--- src/rtl/mux2_rr_sequencer_if.sv ---
// Handshake bundle between the two upstream sources, the 2:1 mux sequencer and its downstream sink.
// The slave modport is the sequencer's view; master is the view of the surrounding logic.
interface mux2_rr_sequencer_if #(
    parameter int DATA_W = 8
);
    logic [DATA_W-1:0] in0_data;
    logic              in0_valid;
    logic              in0_ready;
    logic [DATA_W-1:0] in1_data;
    logic              in1_valid;
    logic              in1_ready;
    logic [1:0]        select_line;
    logic [DATA_W-1:0] out_data;
    logic              out_valid;
    logic              out_ready;
    logic [3:0]        beat_cnt;

    modport slave (
        input  in0_data, in0_valid, in1_data, in1_valid, out_ready,
        output in0_ready, in1_ready, select_line, out_data, out_valid, beat_cnt
    );

    modport master (
        output in0_data, in0_valid, in1_data, in1_valid, out_ready,
        input  in0_ready, in1_ready, select_line, out_data, out_valid, beat_cnt
    );
endinterface

--- src/rtl/mux2_rr_sequencer.sv ---
// Round-robin burst arbiter steering a 2:1 datapath mux, with a registered valid/ready output stage.
// select_line only changes on grant entry, so it is stable for every beat accepted under a grant.
module mux2_rr_sequencer #(
    parameter int DATA_W    = 8,
    parameter int BURST_LEN = 4
) (
    input  logic                 clk,
    input  logic                 rst_n,
    mux2_rr_sequencer_if.slave   bus
);

    typedef enum logic [1:0] {
        IDLE   = 2'b00,
        GRANT0 = 2'b01,
        GRANT1 = 2'b10
    } state_t;

    localparam logic [3:0] BURST_LIM = 4'(BURST_LEN);

    state_t            state_r;
    logic              ptr_r;
    logic [1:0]        sel_r;
    logic [3:0]        cnt_r;
    logic [DATA_W-1:0] data_r;
    logic              valid_r;

    logic              gnt1_s;
    logic              in_grant_s;
    logic              cur_valid_s;
    logic              oth_valid_s;
    logic [DATA_W-1:0] cur_data_s;
    logic              slot_s;
    logic              accept_s;
    logic [3:0]        cnt_inc_s;
    logic              release_s;

    // Decode the granted source and the accept/release conditions for this cycle.
    always_comb begin
        gnt1_s      = (state_r == GRANT1);
        in_grant_s  = (state_r != IDLE);
        cur_valid_s = gnt1_s ? bus.in1_valid : bus.in0_valid;
        oth_valid_s = gnt1_s ? bus.in0_valid : bus.in1_valid;
        cur_data_s  = gnt1_s ? bus.in1_data  : bus.in0_data;
        // The output register can take a beat when empty or being drained this cycle.
        slot_s      = !valid_r || bus.out_ready;
        accept_s    = in_grant_s && cur_valid_s && slot_s;
        cnt_inc_s   = cnt_r + 4'd1;
        release_s   = in_grant_s && (!cur_valid_s || (accept_s && (cnt_inc_s == BURST_LIM)));
    end

    assign bus.in0_ready   = (state_r == GRANT0) && slot_s;
    assign bus.in1_ready   = (state_r == GRANT1) && slot_s;
    assign bus.select_line = sel_r;
    assign bus.out_data    = data_r;
    assign bus.out_valid   = valid_r;
    assign bus.beat_cnt    = cnt_r;

    // Grant FSM, round-robin pointer, burst counter and output beat register.
    always_ff @(posedge clk or negedge rst_n) begin
        if (!rst_n) begin
            state_r <= IDLE;
            ptr_r   <= 1'b0;
            sel_r   <= 2'b00;
            cnt_r   <= 4'd0;
            data_r  <= '0;
            valid_r <= 1'b0;
        end else begin
            if (accept_s) begin
                data_r  <= cur_data_s;
                valid_r <= 1'b1;
            end else if (bus.out_ready) begin
                valid_r <= 1'b0;
            end else begin
                valid_r <= valid_r;
            end

            case (state_r)
                IDLE: begin
                    if (bus.in0_valid && (!bus.in1_valid || !ptr_r)) begin
                        state_r <= GRANT0;
                        sel_r   <= 2'b00;
                        cnt_r   <= 4'd0;
                    end else if (bus.in1_valid) begin
                        state_r <= GRANT1;
                        sel_r   <= 2'b01;
                        cnt_r   <= 4'd0;
                    end else begin
                        state_r <= IDLE;
                    end
                end
                GRANT0, GRANT1: begin
                    if (release_s) begin
                        // Pointer always moves to the other source on release.
                        ptr_r <= !gnt1_s;
                        if (oth_valid_s) begin
                            state_r <= gnt1_s ? GRANT0 : GRANT1;
                            sel_r   <= gnt1_s ? 2'b00 : 2'b01;
                            cnt_r   <= 4'd0;
                        end else if (cur_valid_s) begin
                            cnt_r   <= 4'd0;
                        end else begin
                            state_r <= IDLE;
                        end
                    end else if (accept_s) begin
                        cnt_r <= cnt_inc_s;
                    end else begin
                        cnt_r <= cnt_r;
                    end
                end
                default: begin
                    state_r <= IDLE;
                    sel_r   <= 2'b00;
                    cnt_r   <= 4'd0;
                end
            endcase
        end
    end

endmodule

--- src/flat_wrapper.sv ---
// flat-port wrapper written by rule: the top's interface ports become plain ports
module mux2_rr_sequencer_flat 
#(
    parameter int DATA_W    = 8,
    parameter int BURST_LEN = 4
)
  (clk, rst_n, bus_in0_data, bus_in0_valid, bus_in1_data, bus_in1_valid, bus_out_ready, bus_in0_ready, bus_in1_ready, bus_select_line, bus_out_data, bus_out_valid, bus_beat_cnt);
  mux2_rr_sequencer_if #(.DATA_W(DATA_W)) bus_i ();
  input  logic clk;
  input  logic rst_n;
  input wire logic [$bits(bus_i.in0_data)-1:0] bus_in0_data;
  input wire logic [$bits(bus_i.in0_valid)-1:0] bus_in0_valid;
  input wire logic [$bits(bus_i.in1_data)-1:0] bus_in1_data;
  input wire logic [$bits(bus_i.in1_valid)-1:0] bus_in1_valid;
  input wire logic [$bits(bus_i.out_ready)-1:0] bus_out_ready;
  output wire logic [$bits(bus_i.in0_ready)-1:0] bus_in0_ready;
  output wire logic [$bits(bus_i.in1_ready)-1:0] bus_in1_ready;
  output wire logic [$bits(bus_i.select_line)-1:0] bus_select_line;
  output wire logic [$bits(bus_i.out_data)-1:0] bus_out_data;
  output wire logic [$bits(bus_i.out_valid)-1:0] bus_out_valid;
  output wire logic [$bits(bus_i.beat_cnt)-1:0] bus_beat_cnt;
  assign bus_i.in0_data = bus_in0_data;
  assign bus_i.in0_valid = bus_in0_valid;
  assign bus_i.in1_data = bus_in1_data;
  assign bus_i.in1_valid = bus_in1_valid;
  assign bus_i.out_ready = bus_out_ready;
  assign bus_in0_ready = bus_i.in0_ready;
  assign bus_in1_ready = bus_i.in1_ready;
  assign bus_select_line = bus_i.select_line;
  assign bus_out_data = bus_i.out_data;
  assign bus_out_valid = bus_i.out_valid;
  assign bus_beat_cnt = bus_i.beat_cnt;
  mux2_rr_sequencer #(.DATA_W(DATA_W), .BURST_LEN(BURST_LEN)) u_core (.clk(clk), .rst_n(rst_n), .bus(bus_i));
endmodule
--- config.mk ---
export PLATFORM = sky130hd
export DESIGN_NAME = mux2_rr_sequencer_flat
export DESIGN_NICKNAME = d
export VERILOG_FILES = /design/src/rtl/mux2_rr_sequencer_if.sv /design/src/rtl/mux2_rr_sequencer.sv /design/src/flat_wrapper.sv
export SDC_FILE = /design/constraint.sdc
export NUM_CORES = 1
export LEC_CHECK = 0
export CORE_MARGIN = 5
export CORE_UTILIZATION = 48
export DETAILED_ROUTE_END_ITERATION = 8
export PLACE_DENSITY = 0.85
export RECOVER_POWER = 100
export SLEW_MARGIN = 5
export SYNTH_ARGS = -nofsm -noshare
export SYNTH_HDL_FRONTEND = slang
export SYNTH_SLANG_ARGS = --single-unit
--- constraint.sdc ---
create_clock -name clk -period 4.2 [get_ports clk]
set_input_delay 0.42 -clock clk [delete_from_list [all_inputs] [get_ports clk]]
set_output_delay 0.42 -clock clk [all_outputs]
set_load 0.1 [all_outputs]
# Word-level counts from Yosys, hierarchy flattened

Cells that the tools add are included.

Flip-flop bits (word level): 18
Bits in latches: 0
Memory bits (writable): 0
Memory bits (read-only): 0
Input bits: 21
Output and inout port bits: 17
Word-level logic and storage cells: 64
Memories kept: 0

Add/sub/neg operators: 1
Multipliers: 0
Div/mod/pow operators: 0
$lt $le $gt $ge: 0
Equal/unequal tests: 9
Shifts and indexed selects: 0
Multiplexer cells: 25
Bitwise logic cells: 0
Reductions and logical operators: 23

Operator list:

| cell                  | count |
|---|---|
| $mux W4               | 6 |
| $mux W2               | 10 |
| $mux W8               | 1 |
| $pmux W2 S2           | 2 |
| $pmux W4 S2           | 1 |
| $logic_and A1 B1 Y1   | 7 |
| $reduce_and A3 Y1     | 2 |
| $logic_not A1 Y1      | 5 |
| $mux W1               | 5 |
| $add A4 B1 Y4 const B | 1 |
| $eq A4 B3 Y1 const B  | 1 |
| $ne A2 B1 Y1 const B  | 2 |
| $ne A4 B2 Y1 const B  | 1 |
| $reduce_and A2 Y1     | 2 |
| $reduce_bool A2 Y1    | 2 |
| $logic_or A1 B1 Y1    | 3 |
| $ne A3 B1 Y1 const B  | 1 |
| $ne A3 B2 Y1 const B  | 1 |
| $ne A3 B3 Y1 const B  | 1 |
| $eq A2 B1 Y1 const B  | 1 |
| $eq A2 B2 Y1 const B  | 1 |
| $logic_not A2 Y1      | 1 |
| $reduce_or A2 Y1      | 1 |

# Logic depth before layout (Yosys ltp)

Gate-level depths: netlist (run 1).

Depth in word-level cells: 9
Gate-level depth with buffers: 8
Gate-level depth less buffers: 6

# Least setup slack after synthesis (run 1)

No wires, ideal clock.

Path kind: register to register
Start point: register u_core.cnt_r[0] (netlist: u_core.bus.beat_cnt[0])
End point: register u_core.sel_r[0] (netlist: u_core.bus.select_line[0])
Library setup time: 0.125 ns
Data arrival time: 2.221 ns
Required time: 4.075 ns
Slack: 1.854 ns
Stages on the path, launching flop included: 6
Path buffers: 0
Clock period less this slack: 2.346 ns
Path through: dfrtp_1 ha_1 or3b_4 o2111ai_2 o211ai_1 mux2_4

Cells in the longest elaborated chain, start to end: 7

RTL lines:

| element                            | RTL line                 | source |
|---|---|---|
| from (decl)                        | mux2_rr_sequencer.sv:23  | `logic [3:0] cnt_r;` |
| from (signal assigned)             | mux2_rr_sequencer.sv:105 | `cnt_r <= cnt_inc_s;` |
| from (signal assigned)             | mux2_rr_sequencer.sv:107 | `cnt_r <= cnt_r;` |
| $add A4 B1 Y4                      | mux2_rr_sequencer.sv:47  | `cnt_inc_s = cnt_r + 4'd1;` |
| $eq A4 B3 Y1                       | mux2_rr_sequencer.sv:48  | `release_s = in_grant_s && (!cur_valid_s \|\| (accept_s && (cnt_inc_s == BURST_LIM)));` |
| $logic_and A1 B1 Y1                | mux2_rr_sequencer.sv:48  |  |
| $logic_or A1 B1 Y1                 | mux2_rr_sequencer.sv:48  |  |
| $logic_and A1 B1 Y1                | mux2_rr_sequencer.sv:48  |  |
| $ne A2 B1 Y1 (no source line)      | n/a                      |  |
| $reduce_and A3 Y1 (no source line) | n/a                      |  |
| to (signal assigned)               | mux2_rr_sequencer.sv:97  | `sel_r <= gnt1_s ? 2'b00 : 2'b01;` |
| to (decl)                          | mux2_rr_sequencer.sv:22  | `logic [1:0] sel_r;` |

Every way passes these cells.
A chain may end at the register's enable or synchronous reset.

# Worst setup path in the final report (run 1)

Start point: register u_core.state_r[0]
End point: register u_core.state_r[1]

Cells in the longest elaborated chain, start to end: 9
Elaborated cells on any way between the ends: 20
Those cells by class: 4 x eq/ne; 6 x mux; 10 x reduce/logical

RTL lines:

| element                            | RTL line                                         | source |
|---|---|---|
| from (decl)                        | mux2_rr_sequencer.sv:20                          | `state_t state_r;` |
| from (signal assigned)             | mux2_rr_sequencer.sv:96                          | `state_r <= gnt1_s ? GRANT0 : GRANT1;` |
| $eq A2 B2 Y1                       | mux2_rr_sequencer.sv:39, mux2_rr_sequencer.sv:77 |  |
| $mux W1                            | mux2_rr_sequencer.sv:41                          | `cur_valid_s = gnt1_s ? bus.in1_valid : bus.in0_valid;` |
| $logic_and A1 B1 Y1 (2 in a row)   | mux2_rr_sequencer.sv:46                          | `accept_s = in_grant_s && cur_valid_s && slot_s;` |
| $logic_and A1 B1 Y1                | mux2_rr_sequencer.sv:48                          |  |
| $logic_or A1 B1 Y1                 | mux2_rr_sequencer.sv:48                          |  |
| $logic_and A1 B1 Y1                | mux2_rr_sequencer.sv:48                          |  |
| $ne A2 B1 Y1 (no source line)      | n/a                                              |  |
| $reduce_and A2 Y1 (no source line) | n/a                                              |  |

Parallel ways exist; a longest one is shown, timed or not. The select of a mux whose other input is x is not followed.

==> results_dict.tcl, run 1 <==
set metrics [dict create \
    max_stage_delay_ns 0.73 \
    worstPathCellList "inv_1 -> ha_1 -> clkbuf_1 -> mux2_1 -> o21ai_0 -> a31oi_1 -> mux2_4" \
    synth.area.top_cells "dfrtp_1 (39%), mux2i_1 (12%), ha_1 (5.7%)" \
    synth_compound_area_frac 0.146 \
    dr.pass1.iters 4 \
    grt.overflow.total 0 \
    endpoint_kind "register" \
    whs_path_depth 1 \
    finalSetupTns_ns 0 \
    start_kind "register" \
    port_buffers 36 \
    dp_hpwl_mm 1.90 \
    synthCells 112 \
    via_per_inst 5.42 \
    synth_edf_count 0 \
    n_antenna_cell 0 \
    drcViolationCount 0 \
    cap_violations 0 \
    worstMarginPinSlew_ns 0.995 \
    fp.coreArea_um2 2190 \
    wirelength_mm 2.46 \
    wl_per_cell_um 14.2 \
    slowest_stage "clkbuf_1" \
    yosysWarnings 0 \
    fp.dieW_um 57.7 \
    ant_nets 0 \
    worstSetupPathType "reg2reg" \
    netlist_area_um2 1090 \
    netlist_top_cells_count "dfrtp_1 (17), mux2i_1 (13), nor2_1 (12)" \
    setup_viol 0 \
    seq_area_frac_synth 0.390 \
    cts.root.buffer_cell "clkbuf_4" \
    synth_async_sr_flop_share 1.00 \
    placementRows 17 \
    rr_worst_depth 7 \
    synth_top_family_by_area "simple AND/OR/NAND/NOR gates" \
    drive_gt1_frac 0.0759 \
    post_cts_buffers 0 \
    routed-via-count 937 \
    initial_core_util 0.497 \
    hold_viol 0 \
    ios 38 \
    grt_pass1_wl_mm 4.33 \
    rsz0062_at_grt "no" \
    cts.path.max_buffers 2 \
    stdcell_area_um2 1470 \
    place_congestion 0.794 \
    grt_use_total 0.164 \
    cts_resized 0 \
    clkTransAtPathRegs_ns 0.10 \
    synthDistinctLibCells 35 \
    synth_top_area_frac 0.390 \
    fin_skew_ns 0.00777 \
    nNetsFinal 172 \
    outcome "complete, no violations" \
    final_util 0.670 \
    synth_area_leader_cell "dfrtp_1" \
    hold_path.class "reg2reg" \
    tritoncts "done" \
    synth-xor-area-share 0 \
    required_ns 4.39 \
    yosysMostFrequentCell "dfrtp_1" \
    fmax_mhz 351 \
    synth_fa_ha_area_frac 0.0574 \
    ctsHoldBuffers 0 \
    synth_seq_cells 17 \
    grt_pass1_vias 947 \
    die_h_um 57.7 \
    clock_sink_count 17 \
    slew_viol_final 0 \
    syn_avg_cell_area_um2 9.73 \
    synth-simple-area-share 0.181 \
    clkLatencyLatePin_ns 0.30 \
    htreeDepth 1 \
    finalCriticalPeriod_ns 2.85 \
    cts_inserted_buffers 3 \
    dieArea_um2 3320 \
    synthMuxAreaShare 0.157 \
    max_slew_margin 0.334 \
    syn_nets 138 \
    synth_top_flop_cell "dfrtp_1" \
    critPathArrivalTime_ns 3.04 \
    syn_to_final_growth_pct 34.7 \
    cp_max_fo 17 \
    drtIter0Drc 12 \
    post-route-period-util 0.677 \
    antenna_found_initial 0 \
    grt_max_degree 20 \
    dpl_cell_area_um2 1450 \
]
cell families after synthesis:
logic type,count (synthesis)
multiplexers,16
flip-flops,17
adder cells (fa/ha/maj),5
other,1
AND/OR/NAND/NOR,34
buffers and inverters,15
AO/OA/AOI/OAI,24
flip-flops by register name, indices dropped and copies added, names as in the netlist:
register / count
u_core.state_r: 2
u_core.bus.out_valid: 1
u_core.bus.beat_cnt: 4
u_core.bus.out_data: 8
u_core.ptr_r: 1
u_core.bus.select_line: 1
worst max-delay path, delay by kind of cell, from the launching register on:
family / cells / cell delay (ns)
compound gates: 2 / 0.53
fa+ha+maj: 1 / 0.19
buf+inv: 2 / 0.87
flops: 1 / 0.42
mux: 2 / 0.74
cells in the final DEF, fill, tap and decap left out, types with 2 or more instances in the layout:
cell,count
nand4_1,2
nand3b_1,2
nand2_1,3
clkdlybuf4s50_1,19
o21ai_0,5
and2_1,2
and2b_1,2
dlygate4sd3_1,17
dfrtp_1,17
a21oi_1,10
nor2_1,12
mux2i_1,13
o221ai_1,2
inv_1,7
nand2b_1,3
clkbuf_4,3
nand3_1,2
ha_1,5
layer usage:
layer / vias up / global-route usage / part of all wire
met5: - / 0 / 0
met4: 0 / 0.0199 / 0.0069
met3: 5 / 0.0802 / 0.10
met2: 38 / 0.279 / 0.49
met1: 438 / 0.193 / 0.40
li1: 456 / - / -
cell type report:
cell class	instances	area [µm²]
Multi-Input combinational cell	80	587
Inverter	7	26.3
Tap cell	28	35.0
Fill cell	175	723
Clock buffer	3	22.5
Sequential cell	17	425
Clock inverter	1	7.51
Timing Repair Buffer	37	364
final timing paths:
check,startpoint,end,slack [ns]
hold / removal,u_core.bus.select_line[0],u_core.bus.select_line[0],0.51
setup / recovery,u_core.state_r[0],u_core.state_r[1],1.35
hold reg to reg,u_core.bus.select_line[0],u_core.bus.select_line[0],0.51
max in group asynchronous,rst_n,u_core.bus.out_valid,3.10
setup reg to reg,u_core.state_r[0],u_core.state_r[1],1.35
min in group asynchronous,rst_n,u_core.bus.beat_cnt[0],0.62
stage by stage:
step | std cells | hold WS (ns) | setup slack, ns
floorplan | 112 | 0.124 | 1.85
detailed placement | 169 | 0.502 | 1.47
global placement | 169 | 0.496 | 1.53
CTS | 173 | 0.525 | 1.47
finish | 173 | 0.512 | 1.35
global route | 173 | 0.563 | 1.17
Power of run 1 is not shown: default switching activity piles up to over one toggle a cycle in this logic, so the estimate is an artifact.
==> run 2: changes to the inputs <==
CORE_UTILIZATION = 44   (was 48)
PLACE_DENSITY = 0.79   (was 0.85)
clock period = 2.7 ns   (was 4.2 ns; I/O delays follow)
==> results_dict.tcl, run 2 (synthesized netlist as in run 1, its figures left out) <==
set metrics [dict create \
    antenna_found_initial 0 \
    drtIter0Drc 19 \
    drive_gt1_frac 0.0890 \
    max_slew_margin 0.219 \
    die_h_um 59.8 \
    initial_core_util 0.448 \
    cp_max_fo 5 \
    wirelength_mm 2.38 \
    hold_path.class "in2async" \
    fp.coreArea_um2 2430 \
    endpoint_kind "output port" \
    rsz0062_at_grt "no" \
    worstMarginPinSlew_ns 1.18 \
    cts.path.max_buffers 2 \
    grt.overflow.total 0 \
    layout.cells.non_filler 176 \
    via_per_inst 5.33 \
    grt_pass1_vias 943 \
    required_ns 2.43 \
    routed-via-count 938 \
    post-route-period-util 0.816 \
    fmax_mhz 454 \
    fp.dieW_um 59.8 \
    final_cell_mix "clkdlybuf4s50_1 (19), dfrtp_1 (17), clkbuf_1 (15)" \
    clkTransAtPathRegs_ns 0.10 \
    htreeDepth 1 \
    cts_resized 0 \
    syn_to_final_growth_pct 26.5 \
    final_common_cell "clkdlybuf4s50_1" \
    dp_hpwl_mm 1.85 \
    cap_violations 0 \
    ant_nets 0 \
    start_kind "register" \
    ios 38 \
    cts.root.buffer_cell "clkbuf_4" \
    worstSetupPathType "reg2out" \
    wl_per_cell_um 13.5 \
    outcome "complete, no violations" \
    clock_sink_count 17 \
    place_congestion 0.819 \
    n_antenna_cell 0 \
    final_util 0.567 \
    ctsHoldBuffers 0 \
    tritoncts "done" \
    dieArea_um2 3570 \
    setup.reg_to_reg.worst_slack_ns 0.58 \
    finalCriticalPeriod_ns 2.20 \
    nNetsFinal 173 \
    drcViolationCount 0 \
    slew_viol_final 0 \
    port_buffers 36 \
    critPathArrivalTime_ns 1.93 \
    grt_max_degree 18 \
    finalSetupTns_ns 0 \
    placementRows 18 \
    grt_use_total 0.150 \
    largest_reg_flops 8 \
    post_cts_buffers 0 \
    fin_skew_ns 0.00138 \
    hold_viol 0 \
    dr.pass1.iters 4 \
    cts_inserted_buffers 3 \
    setup_viol 0 \
    clkLatencyLatePin_ns 0.30 \
    numPlacedInstances 172 \
    grt_pass1_wl_mm 4.01 \
]
[run 2: cell count changes in the layout (fill, tap and decap cells not counted), sizes merged]
| cell | change |
|---|---|
| clkinvlp | -1 |
| buf | +3 |
| clkbuf | +14 |
| clkinv | +1 |
| dlygate4sd3 | -16 |
[run 2: area by class of cell]
class                           instances  area (µm²)
Tap cell                               30        37.5
Multi-Input combinational cell         80         571
Inverter                                7        26.3
Sequential cell                        17         425
Fill cell                             245        1050
Clock buffer                            3        22.5
Timing Repair Buffer                   38         292
Clock inverter                          1        5.00
[run 2: metal layers]
metal | part of all wire | vias to the layer above | track usage | routed length, µm
met4 | 0.0051 | 0 | 0.0665 | 12
met5 | 0 | - | 0 | 0
met1 | 0.40 | 449 | 0.168 | 952
met2 | 0.50 | 32 | 0.247 | 1190
li1 | - | 455 | - | -
met3 | 0.091 | 2 | 0.0626 | 216
[run 2: worst paths after layout]
| check | start | to | cells past startpoint |
|---|---|---|---|
| setup reg to reg | u_core.state_r[0] | u_core.bus.out_data[6] | 8 |
| min in group clk | u_core.bus.select_line[0] | u_core.bus.select_line[0] | 1 |
| hold / removal | rst_n | u_core.state_r[0] | 1 |
| max in group asynchronous | rst_n | u_core.bus.out_data[7] | 1 |
| setup / recovery | u_core.state_r[1] | bus_in0_ready | 4 |
| hold reg to reg | u_core.bus.select_line[0] | u_core.bus.select_line[0] | 1 |
[run 2: critical path, stage by stage, from the launching register on]
cell and delay, ns:
dfrtp_1 0.45, inv_1 0.10, ha_1 0.13, and2_1 0.11, clkbuf_1 0.85
[run 2: metrics by stage]
stage	cell area [µm²]	setup WS (ns)	hold WS [ns]
after floorplan	1090	0.354	-0.0256
after global placement	1430	0.749	0.505
after detailed placement	1430	0.685	0.498
after CTS	1460	0.721	0.444
after global routing	1380	0.310	0.544
final	1380	0.496	0.490
Power of run 2 is left out for the same reason.
